`src/rtl/reg_wb_arbiter_pkg.sv`:
```
// Shared definitions for the register-file write-back arbiter.
// The package holds the source index map, the number of sources, the
// arbiter FSM state encoding and the default data/address widths.
package reg_wb_arbiter_pkg;

   localparam int NUM_SRC = 5;

   // Bit positions of each producer in the req/gnt vectors.
   localparam int SRC_ALU = 0;
   localparam int SRC_MOV = 1;
   localparam int SRC_L   = 2;
   localparam int SRC_TR  = 3;
   localparam int SRC_FIB = 4;

   localparam int DEFAULT_DW = 16;
   localparam int DEFAULT_AW = 3;

   typedef enum logic {
      IDLE = 1'b0,
      LOCK = 1'b1
   } wb_state_e;

endpackage

```
`src/rtl/reg_wb_arbiter_prio_pick.sv`:
```
// Combinational fixed-priority one-hot picker.
// Ports:
//   vec_i  - request vector, bit 0 has the highest priority
//   pick_o - one-hot copy of the lowest set bit of vec_i, zero if vec_i is zero
module prio_pick
   import reg_wb_arbiter_pkg::*;
(
   input  logic [NUM_SRC-1:0] vec_i,
   output logic [NUM_SRC-1:0] pick_o
);

   // Two's-complement trick: vec & -vec isolates the lowest set bit.
   assign pick_o = vec_i & (~vec_i + NUM_SRC'(1));

endmodule

```
`src/rtl/reg_wb_arbiter.sv`:
```
// Write-back scheduler for the single register-file write port.
// Five producers (ALU, MOV, load, TR, FIB) are arbitrated with fixed
// priority, starvation ageing and a FIB burst lock; the winner's address
// and data are registered onto the write port one cycle after the grant.
// Ports:
//   clk, rst             - clock, synchronous active-high reset
//   req                  - request per source (bit0 ALU .. bit4 FIB)
//   addr_*/data_*        - destination register and write data per source
//   fib_burst            - FIB asks for a burst lock (used when FIB is granted)
//   gnt                  - combinational one-hot grant
//   wr_en/wr_addr/wr_data- registered register-file write port
//   locked               - high while the FIB burst lock is held
module reg_wb_arbiter
   import reg_wb_arbiter_pkg::*;
#(
   parameter int DW         = DEFAULT_DW,
   parameter int AW         = DEFAULT_AW,
   parameter int STARVE_LIM = 4,
   parameter int LOCK_MAX   = 8
) (
   input  logic               clk,
   input  logic               rst,
   input  logic [NUM_SRC-1:0] req,
   input  logic [AW-1:0]      addr_alu,
   input  logic [AW-1:0]      addr_mov,
   input  logic [AW-1:0]      addr_l,
   input  logic [AW-1:0]      addr_tr,
   input  logic [AW-1:0]      addr_fib,
   input  logic [DW-1:0]      data_alu,
   input  logic [DW-1:0]      data_mov,
   input  logic [DW-1:0]      data_l,
   input  logic [DW-1:0]      data_tr,
   input  logic [DW-1:0]      data_fib,
   input  logic               fib_burst,
   output logic [NUM_SRC-1:0] gnt,
   output logic               wr_en,
   output logic [AW-1:0]      wr_addr,
   output logic [DW-1:0]      wr_data,
   output logic               locked
);

   logic [AW-1:0] addr_arr [NUM_SRC];
   logic [DW-1:0] data_arr [NUM_SRC];

   assign addr_arr[SRC_ALU] = addr_alu;
   assign addr_arr[SRC_MOV] = addr_mov;
   assign addr_arr[SRC_L]   = addr_l;
   assign addr_arr[SRC_TR]  = addr_tr;
   assign addr_arr[SRC_FIB] = addr_fib;
   assign data_arr[SRC_ALU] = data_alu;
   assign data_arr[SRC_MOV] = data_mov;
   assign data_arr[SRC_L]   = data_l;
   assign data_arr[SRC_TR]  = data_tr;
   assign data_arr[SRC_FIB] = data_fib;

   wb_state_e            state_q, state_d;
   logic [7:0]           cnt_q, cnt_d;
   logic [7:0]           cnt_inc;
   // Set after a LOCK_MAX exit: FIB may not re-lock while other sources
   // are still waiting, until one of them has been served.
   logic                 block_q, block_d;
   logic [NUM_SRC-1:0]   starved;
   logic [NUM_SRC-1:0]   starved_pick;
   logic [NUM_SRC-1:0]   full_pick;
   logic [NUM_SRC-1:0]   norm_gnt;
   logic                 others_pending;

   // Starvation age counters. starved[] is masked with req so a source
   // that has just dropped its request can never be granted.
   for (genvar gi = 0; gi < NUM_SRC; gi++) begin : g_age
      logic [3:0] age_q, age_d;

      always_comb begin
         age_d = 4'd0;
         if (req[gi] && !gnt[gi]) begin
            age_d = (age_q == 4'(STARVE_LIM)) ? age_q : age_q + 4'd1;
         end
      end

      always_ff @(posedge clk) begin
         if (rst) begin
            age_q <= 4'd0;
         end else begin
            age_q <= age_d;
         end
      end

      assign starved[gi] = req[gi] && (age_q == 4'(STARVE_LIM));
   end

   prio_pick u_pick_starved (
      .vec_i  (starved),
      .pick_o (starved_pick)
   );

   prio_pick u_pick_full (
      .vec_i  (req),
      .pick_o (full_pick)
   );

   assign norm_gnt       = (|starved) ? starved_pick : full_pick;
   assign others_pending = |req[SRC_TR:SRC_ALU];
   assign cnt_inc        = cnt_q + 8'd1;

   always_comb begin
      state_d = state_q;
      cnt_d   = cnt_q;
      block_d = block_q;
      gnt     = '0;

      case (state_q)
         IDLE: begin
            gnt = norm_gnt;
            if (gnt[SRC_FIB] && fib_burst && (!block_q || !others_pending)) begin
               if (LOCK_MAX > 1) begin
                  state_d = LOCK;
                  cnt_d   = 8'd1;
                  block_d = 1'b0;
               end else begin
                  // The entry write alone already exhausts the burst.
                  block_d = 1'b1;
               end
            end
         end
         LOCK: begin
            if (req[SRC_FIB]) begin
               gnt          = '0;
               gnt[SRC_FIB] = 1'b1;
               cnt_d        = cnt_inc;
               if (cnt_inc == 8'(LOCK_MAX)) begin
                  state_d = IDLE;
                  cnt_d   = 8'd0;
                  block_d = 1'b1;
               end else if (!fib_burst) begin
                  state_d = IDLE;
                  cnt_d   = 8'd0;
               end
            end else begin
               // FIB walked away: release the lock and arbitrate normally now.
               gnt     = norm_gnt;
               state_d = IDLE;
               cnt_d   = 8'd0;
            end
         end
         default: begin
            state_d = IDLE;
            cnt_d   = 8'd0;
         end
      endcase

      if (|gnt[SRC_TR:SRC_ALU]) begin
         block_d = 1'b0;
      end

      if (rst) begin
         gnt = '0;
      end
   end

   always_ff @(posedge clk) begin
      if (rst) begin
         state_q <= IDLE;
         cnt_q   <= 8'd0;
         block_q <= 1'b0;
      end else begin
         state_q <= state_d;
         cnt_q   <= cnt_d;
         block_q <= block_d;
      end
   end

   // One-hot AND-OR select of the winner's address and data.
   logic [AW-1:0] sel_addr;
   logic [DW-1:0] sel_data;

   always_comb begin
      sel_addr = '0;
      sel_data = '0;
      for (int i = 0; i < NUM_SRC; i++) begin
         if (gnt[i]) begin
            sel_addr = sel_addr | addr_arr[i];
            sel_data = sel_data | data_arr[i];
         end
      end
   end

   logic          wr_en_q;
   logic [AW-1:0] wr_addr_q;
   logic [DW-1:0] wr_data_q;

   always_ff @(posedge clk) begin
      if (rst) begin
         wr_en_q   <= 1'b0;
         wr_addr_q <= '0;
         wr_data_q <= '0;
      end else begin
         wr_en_q <= |gnt;
         if (|gnt) begin
            wr_addr_q <= sel_addr;
            wr_data_q <= sel_data;
         end
      end
   end

   assign wr_en   = wr_en_q;
   assign wr_addr = wr_addr_q;
   assign wr_data = wr_data_q;
   assign locked  = (state_q == LOCK);

endmodule

```
`config.mk`:
```
export PLATFORM = sky130hd
export DESIGN_NAME = reg_wb_arbiter
export DESIGN_NICKNAME = d
export VERILOG_FILES = /design/src/rtl/reg_wb_arbiter_pkg.sv /design/src/rtl/reg_wb_arbiter_prio_pick.sv /design/src/rtl/reg_wb_arbiter.sv
export SDC_FILE = /design/constraint.sdc
export NUM_CORES = 1
export LEC_CHECK = 0
export CORE_UTILIZATION = 45
export CTS_CLUSTER_DIAMETER = 40
export CTS_CLUSTER_SIZE = 8
export DETAILED_ROUTE_END_ITERATION = 12
export PLACE_DENSITY = 0.87
export SYNTH_ARGS = -nofsm -noshare
export SYNTH_HDL_FRONTEND = slang
export SYNTH_SLANG_ARGS = --single-unit
```
`constraint.sdc`:
```
create_clock -name clk -period 2.5 [get_ports clk]
set_input_delay 0.5 -clock clk [delete_from_list [all_inputs] [get_ports clk]]
set_output_delay 0.5 -clock clk [all_outputs]
set_load 0.01 [all_outputs]
```
# Yosys cells after proc, flatten, opt, wreduce, memory -nomap -nowiden
# Index checks and enable logic that the tools add are counted.
# word_totals
regBits,50
word_cells,104
# op_classes
bitwise_logic,18
n_reduce_logical,30
n_eq_ne,9
muxes,28
add_sub_neg,8
# op_table
op,count
two-way mux 16 bit,5
OR 16 bit,4
two-way mux 8 bit,4
"adder 4 x 1 -> 4 bit, second input constant",5
"== test 4 x 3 -> 1 bit, second input constant",5
case mux 8 bit (2 select lines),1
two-way mux 3 bit,5
two-way mux 5 bit,3
OR reduction 5 bit,3
logical AND 1 bit,12
OR 3 bit,4
"adder 5 x 1 -> 5 bit, second input constant",2
AND 5 bit,2
NOT 5 bit,2
case mux 5 bit (2 select lines),1
OR reduction 2 bit,5
"adder 8 x 1 -> 8 bit, second input constant",1
"== test 8 x 4 -> 1 bit, second input constant",1
zero test 1 bit,7
two-way mux 1 bit,7
NOT 1 bit,6
"!= test 2 bit, second input constant",2
case mux 1 bit (2 select lines),2
OR reduction 4 bit,1
other kinds (3),3

# Depth between registers and ports, before layout
# Gate-level depths: netlist (run 1).
# depth
word_depth,18
mapped_depth,11
ltp_nobuf,8

# By module
# Synthesis (run 1) repeated with hierarchy kept, for this count alone.
# unflattened
hier_cells,510
hier_area_um2,3499.6
# modules_own_cells
module,area_per_inst_um2,cells_per_inst,seq_area_each_um2,instances
reg_wb_arbiter,3389.5,498,1001.0,1
prio_pick,55.1,6,0.0,2

# Worst setup path before layout (run 1)
# OpenSTA, ideal clock, no wires.
# synth_path
path_kind,input to output
from,input port req[0]
to,output port gnt[1]
setup_slack_ps,445
t_arrival_ps,1555
stages,6
path_cell_list,buf_2 > nand4b_2 > nand4_2 > o21ai_1 > and2_1 > buf_2
# synth_via
elab_chain_cells,8
elab_cells_between_ends,12
cone_classes,add/sub: 2; mux: 4; bitwise: 4; reduce/logical: 2
# synth_rtl
item,line,text
start: declaration,reg_wb_arbiter.sv:23,"input logic [NUM_SRC-1:0] req,"
logical AND 1 bit,reg_wb_arbiter.sv:88,assign starved[gi] = req[gi] && (age_q == 4'(STARVE_LIM));
NOT 5 bit,reg_wb_arbiter_prio_pick.sv:13,assign pick_o = vec_i & (~vec_i + NUM_SRC'(1));
adder 5 x 1 -> 5 bit,reg_wb_arbiter_prio_pick.sv:13,
AND 5 bit,reg_wb_arbiter_prio_pick.sv:13,
two-way mux 5 bit (*),reg_wb_arbiter.sv:101,assign norm_gnt = (|starved) ? starved_pick : full_pick;
two-way mux 5 bit,reg_wb_arbiter.sv:126,if (req[SRC_FIB]) begin
case mux 5 bit (2 select lines) (*),reg_wb_arbiter.sv:111,case (state_q)
two-way mux 5 bit (*),reg_wb_arbiter.sv:155,if (rst) begin
end: declaration,reg_wb_arbiter.sv:35,"output logic [NUM_SRC-1:0] gnt,"
# Every way passes the cells marked *; elsewhere a longest branch is shown, timed or not.

# Final worst setup path (run 1)
# layout_path
from,input port req[3]
to,output port gnt[2]
# layout_via
elab_chain_cells,6
# layout_rtl
item,line
logical AND 1 bit (*),reg_wb_arbiter.sv:88
OR reduction 5 bit (*),reg_wb_arbiter.sv:101
two-way mux 5 bit (*),reg_wb_arbiter.sv:101
two-way mux 5 bit,reg_wb_arbiter.sv:126
case mux 5 bit (2 select lines) (*),reg_wb_arbiter.sv:111
two-way mux 5 bit (*),reg_wb_arbiter.sv:155
# Marked as above.

==> flow_summary_export.csv, run 1 <==
group,metric,value,unit
outcome,status,"finished clean",
route,drc,0,
timing,fmax,409.4,MHz
setup_path,critical_path.max_fanout,3,
route,drtPass1Iterations,4,
cts,cts_tree,"yes",
timing,hold_viol,0,
placement,dp.cells,616,
global_routing,grt_overflow_total,0,
pwr,p_sw,0.0005272,W
cts,cts_max_path_buffers,2,
placement,hpwl,7422,um
setup_path,crit_path_end_kind,"output port",
synthesis,syn_inst,377,
synthesis,synth_cell_types,50,
cts,cts.clk_slew.worst_paths,0.09,ns
pwr,power_density,393.7,nW/um2
timing,relSlewSlack,73.62,%
timing,rsz0062_at_grt,"false",
pwr,switching_share,26.48,%
route,vias_per_cell,5.680,
pwr,p_seq_share,43.0,%
timing,hold-worst-slack,0.4940,ns
timing,finalWorstPathRequiredPeriod,2.442,ns
floorplanning,ios,129,
floorplanning,initial_core_util,46.22,%
placement,port_buffers,128,
pwr,total_power,0.001991,W
synthesis,async_reset_ff_share,0,%
finish,area_growth,51.67,%
placement,place_ws,-0.3112,ns
floorplanning,core,7214,um2
setup_path,critical_path_class,"input pin to output port",
global_routing,grt_max_degree,21,
global_routing,antenna_found_initial,0,
global_routing,grt_pass1_wl,15060,um
global_routing,grt_pass1_vias,3433,
synthesis,ys_seq_area_share,30.02,%
pwr,power_frac_comb,28.3,%
timing,fin_skew,0.007336,ns
timing,finalMaxSlewViolations,0,
hold_path,min_path_type,"flip-flop to flip-flop",
global_routing,groute.usage.overall,24.46,%
pwr,vdd_drop_max,0.2497,mV
cts,numCtsBuffers,5,
route,wirelength,9809,um
cts,htree_levels,2,
pwr,power.leakage,1.837,nW
synthesis,synthesis.nets,491,
finish,layout.nets,639,
synthesis,synth.most_common_cell,"dfxtp_1",
synthesis,synth.area.top_cells,"dfxtp_1, a211oi_2, a32o_1",
route,wl_per_cell,15.69,um
finish,utilization,70.10,%
synthesis,yosysTopAreaCell,"dfxtp_1",
synthesis,avgSynthCellArea,8.845,um2
synthesis,yosys_warnings,0,
cts,clkLatencyLatePin,0.31,ns
finish,fin_cells,625,
floorplanning,die_area,7758,um2
synthesis,yosysTopAreaCellShare,30.02,%
setup_path,worstPathArrival,1.94,ns
setup_path,worstPathRequired,2.00,ns
timing,layout_setup_ws,0.05752,ns
setup_path,start_kind,"input pin",
flow_run,max_cap_viol_count,0,
finish,num-fill-cells,563,
cts,cts_hold_buf,0,
floorplanning,row_count,31,
floorplanning,die_x,88.08,um
route,vias,3550,
timing,setup-violations-final,0,
timing,worst_pin_slew,0.3939,ns
route,drt_iter0_markers,170,
synthesis,synth-edff-count,0,
finish,antenna_cells,0,
cts,cts_root_buf,"clkbuf_8",
pwr,p_int,0.001464,W
pwr,p_clk_share,28.7,%
synthesis,ys.flop_type,"dfxtp_1",
cts,clkSinkCount,50,
synthesis,synth.ff_latch_count,50,
synthesis,ys_top_cells_by_count,"dfxtp_1, inv_1, nor2_1",
synthesis,synth_area,3334,um2
finish,drive_above_1_share,24.14,%
route,drtAntennaViolNets,0,
timing,layout_worst_path_cycle_share,97.70,%
placement,gp_congestion,0.9967,
floorplanning,die_h,88.08,um
==> final cells by class <==
cell class / instances / area [um2] / area share, %
tap: 99 / 123.9 / 2.449
multi-input combinational: 270 / 2126 / 42.03
clock inverter: 3 / 40.04 / 0.7917
inverter: 32 / 120.1 / 2.375
sequential: 50 / 1002 / 19.82
clock buffer: 5 / 68.82 / 1.361
timing repair buffer: 166 / 1577 / 31.17
==> routing by layer <==
layer	up-vias	global-route usage [%]	routed length, um
met5	-	0	0
met4	0	5.132	85
met3	10	4.995	745
met2	136	47.64	5152
met1	1695	27.15	3825
li1	1709	-	-
==> cells in the final DEF, fill, tap and decap left out, drive strengths merged, types with 6 or more instances in the layout <==
master         netlist  final
a211oi              20     20
a21oi               42     42
a22o                19     19
a31o                19     19
a32o                19     19
buf                 17     39
clkbuf               8      8
clkdlybuf4s50        0    120
dfxtp               50     50
ha                  11     11
inv                 32     32
nand2               15     15
nand3               17     17
nand3b               9      9
nand4b               6      6
nor2                27     27
nor3                 8      8
o21ai               12     12
xnor2                8      8
==> registers in the layout, indices dropped and copies added (netlist names) <==
signal and count:
block_q 1, cnt_q 8, g_age.age_q 20, locked 1, wr_addr 3, wr_data 16, wr_en 1
==> power by group through the flow <==
| stage | registers [W] | clock network (W) | logic (W) |
|---|---|---|---|
| 2_1_floorplan | 0.000890 | 0 | 0.000231 |
| 3_3_place_gp | 0.000871 | 0 | 0.000544 |
| 3_5_place_dp | 0.000874 | 0 | 0.000560 |
| 4_1_cts | 0.000856 | 0.000577 | 0.000562 |
| 5_1_grt | 0.000861 | 0.000615 | 0.000600 |
| 6_report | 0.000855 | 0.000572 | 0.000564 |
==> cell families after synthesis <==
family	count (synthesis)	share of synthesized area (%)
xor+xnor	9	2.364
fa+ha+maj	11	4.128
simple gates	102	17.90
mux	3	0.9381
flops	50	30.02
compound gates	145	36.77
buf+inv	57	7.880
==> path summary, 6_finish.rpt <==
check / from / end / slack, ns / depth (start not counted)
setup reg to reg: g_age[0].age_q[0] / wr_data[9] / 0.15 / 12
hold / removal: cnt_q[7] / cnt_q[7] / 0.49 / 2
hold reg to reg: cnt_q[7] / cnt_q[7] / 0.49 / 2
setup / recovery: req[3] / gnt[2] / 0.06 / 5
==> through the flow <==
stage	setup TNS, ns	instance area (um2)
after floorplan	0	3334
after global placement	-4.324	4916
after detailed placement	-5.786	4916
after CTS	0	5045
after global routing	0	5057
final	0	5057
==> critical path, cell delays in order <==
cell             delay [ns]
clkdlybuf4s50_1        0.52
nand4b_1               0.22
a41oi_2                0.33
nor2_2                 0.07
dlygate4sd2_1          0.30
==> what timing repair did <==
item	CTS	global route
gates resized for setup	16	10
pin swaps	2	1
endpoints found under the setup margin	5	23
setup buffers	1	0
hold endpoints to repair	0	0
Note: power is estimated with default switching activity, not from simulation.
==> run 2, diff against run 1 <==
--- a/config.mk
+++ b/config.mk
@@ -9,7 +9,8 @@
 export CTS_CLUSTER_DIAMETER = 40
 export CTS_CLUSTER_SIZE = 8
 export DETAILED_ROUTE_END_ITERATION = 12
-export PLACE_DENSITY = 0.87
+export DONT_BUFFER_PORTS = 1
+export PLACE_DENSITY = 0.65
 export SYNTH_ARGS = -nofsm -noshare
 export SYNTH_HDL_FRONTEND = slang
 export SYNTH_SLANG_ARGS = --single-unit
==> constraint.sdc (replaced) <==
create_clock -name clk -period 2.5 [get_ports clk]
set_input_delay 0.625 -clock clk [delete_from_list [all_inputs] [get_ports clk]]
set_output_delay 0.625 -clock clk [all_outputs]
set_load 0.01 [all_outputs]
==> flow_summary_export.csv, run 2 (synthesis gave the netlist of run 1 again) <==
group,metric,value,unit
global_routing,grt_overflow_total,0,
pwr,vdd_drop_max,0.2229,mV
outcome,status,"finished clean",
timing,fin_skew,0.008398,ns
setup_path,worstPathRequired,1.88,ns
cts,cts.clk_slew.worst_paths,0.09,ns
floorplanning,die_h,88.08,um
placement,port_buffers,0,
finish,fin_area,3696,um2
setup_path,critical_path_class,"flip-flop to output port",
cts,clkLatencyLatePin,0.30,ns
cts,clkSinkCount,50,
route,drc,0,
setup_path,worst-r2r-setup-slack,0.30,ns
cts,cts_root_buf,"clkbuf_8",
timing,finalWorstPathRequiredPeriod,2.405,ns
placement,hpwl,5823,um
global_routing,grt_pass1_wl,12160,um
finish,drive_above_1_share,28.68,%
route,wl_per_cell,17.21,um
timing,setup-violations-final,0,
finish,antenna_cells,0,
timing,layout_setup_ws,0.09525,ns
floorplanning,die_x,88.08,um
placement,gp_congestion,0.7730,
route,drt_iter0_markers,175,
floorplanning,die_area,7758,um2
finish,largest_register,"g_age.age_q",
route,vias_per_cell,6.152,
setup_path,path_delay_family,"simple AND/OR/NAND/NOR gates",
setup_path,worstPathArrival,1.78,ns
setup_path,start_kind,"flip-flop",
floorplanning,row_count,31,
cts,numCtsBuffers,5,
finish,final_common_cell,"dfxtp_1",
route,drtAntennaViolNets,0,
timing,fmax,415.8,MHz
pwr,power.leakage,1.255,nW
floorplanning,ios,129,
placement,post_dp_cell_area,3455,um2
setup_path,worstPathCellList,"inv_1 -> ha_2 -> nand4b_1 -> nand4_4 -> o22ai_4 -> buf_12",
finish,area_growth,10.84,%
timing,layout_worst_path_cycle_share,96.19,%
floorplanning,core,7214,um2
finish,final_cell_mix,"dfxtp_1, inv_1, nor2_1",
finish,layout.nets,493,
finish,largest_register_ffs,20,
route,drtPass1Iterations,4,
setup_path,cp.buffers_inverters,2,
placement,place_ws,0.1793,ns
timing,finalMaxSlewViolations,0,
pwr,total_power,0.001715,W
setup_path,critical_path.max_fanout,18,
global_routing,grt_max_degree,36,
setup_path,crit_path_end_kind,"output port",
route,vias,2947,
pwr,power_density,464.0,nW/um2
cts,cts_tree,"yes",
cts,cts_max_path_buffers,2,
route,wirelength,8245,um
setup_path,max_stage_delay,0.38,ns
timing,hold_viol,0,
global_routing,antenna_found_initial,0,
timing,hold-worst-slack,0.3807,ns
timing,worst_pin_slew,0.5049,ns
hold_path,min_path_type,"input pin to flip-flop",
setup_path,worst_path_max_delay_cell,"dfxtp_4",
flow_run,max_cap_viol_count,0,
cts,cts_hold_buf,0,
cts,htree_levels,2,
global_routing,groute.usage.overall,20.01,%
global_routing,grt_pass1_vias,2524,
timing,relSlewSlack,66.11,%
floorplanning,initial_core_util,46.22,%
-- run 2: metal layers --
metal	routed length, um	track usage (%)	vias to the layer above
met1	3705	27.78	1407
met5	0	0	-
met2	3878	31.78	115
li1	-	-	1419
met3	594	4.241	6
met4	67	4.692	0
-- run 2: final timing paths --
path / start / to / cells after the start
setup / recovery: g_age[3].age_q[0] / gnt[4] / 6
hold / removal: rst / cnt_q[7] / 1
setup reg to reg: g_age[4].age_q[0] / wr_data[13] / 9
hold reg to reg: cnt_q[7] / cnt_q[7] / 2
-- run 2: area by class of cell --
type	count	area, um2
repair buffers	20	173.9
clock buffers	7	76.32
clock inverters	1	30.03
inverters	32	120.1
well taps	99	123.9
fillers	700	3518
multi-input cells	270	2165
flip-flops and latches	50	1007
-- run 2: power by group --
part           switching [W]  internal (W)  total (W)  leakage (nW)
combinational       0.000138      0.000126   0.000264         0.793
sequential         0.0000453      0.000835   0.000881         0.410
clock               0.000270      0.000300   0.000570        0.0524
-- run 2: stage by stage --
stage               utilization (%)  TNS [ns]  instances
floorplan                         -         0        377
global placement              47.88         0        465
detailed placement            47.88         0        465
CTS                           49.98         0        474
global route                  51.23  -0.03076        479
finish                        51.23         0        479
-- run 2: what timing repair did --
item                       in CTS  in global routing
resized for setup               8                 14
gates cloned                    0                  2
setup buffers                   1                  3
pin swaps                       1                  5
setup endpoints to repair       4                  5
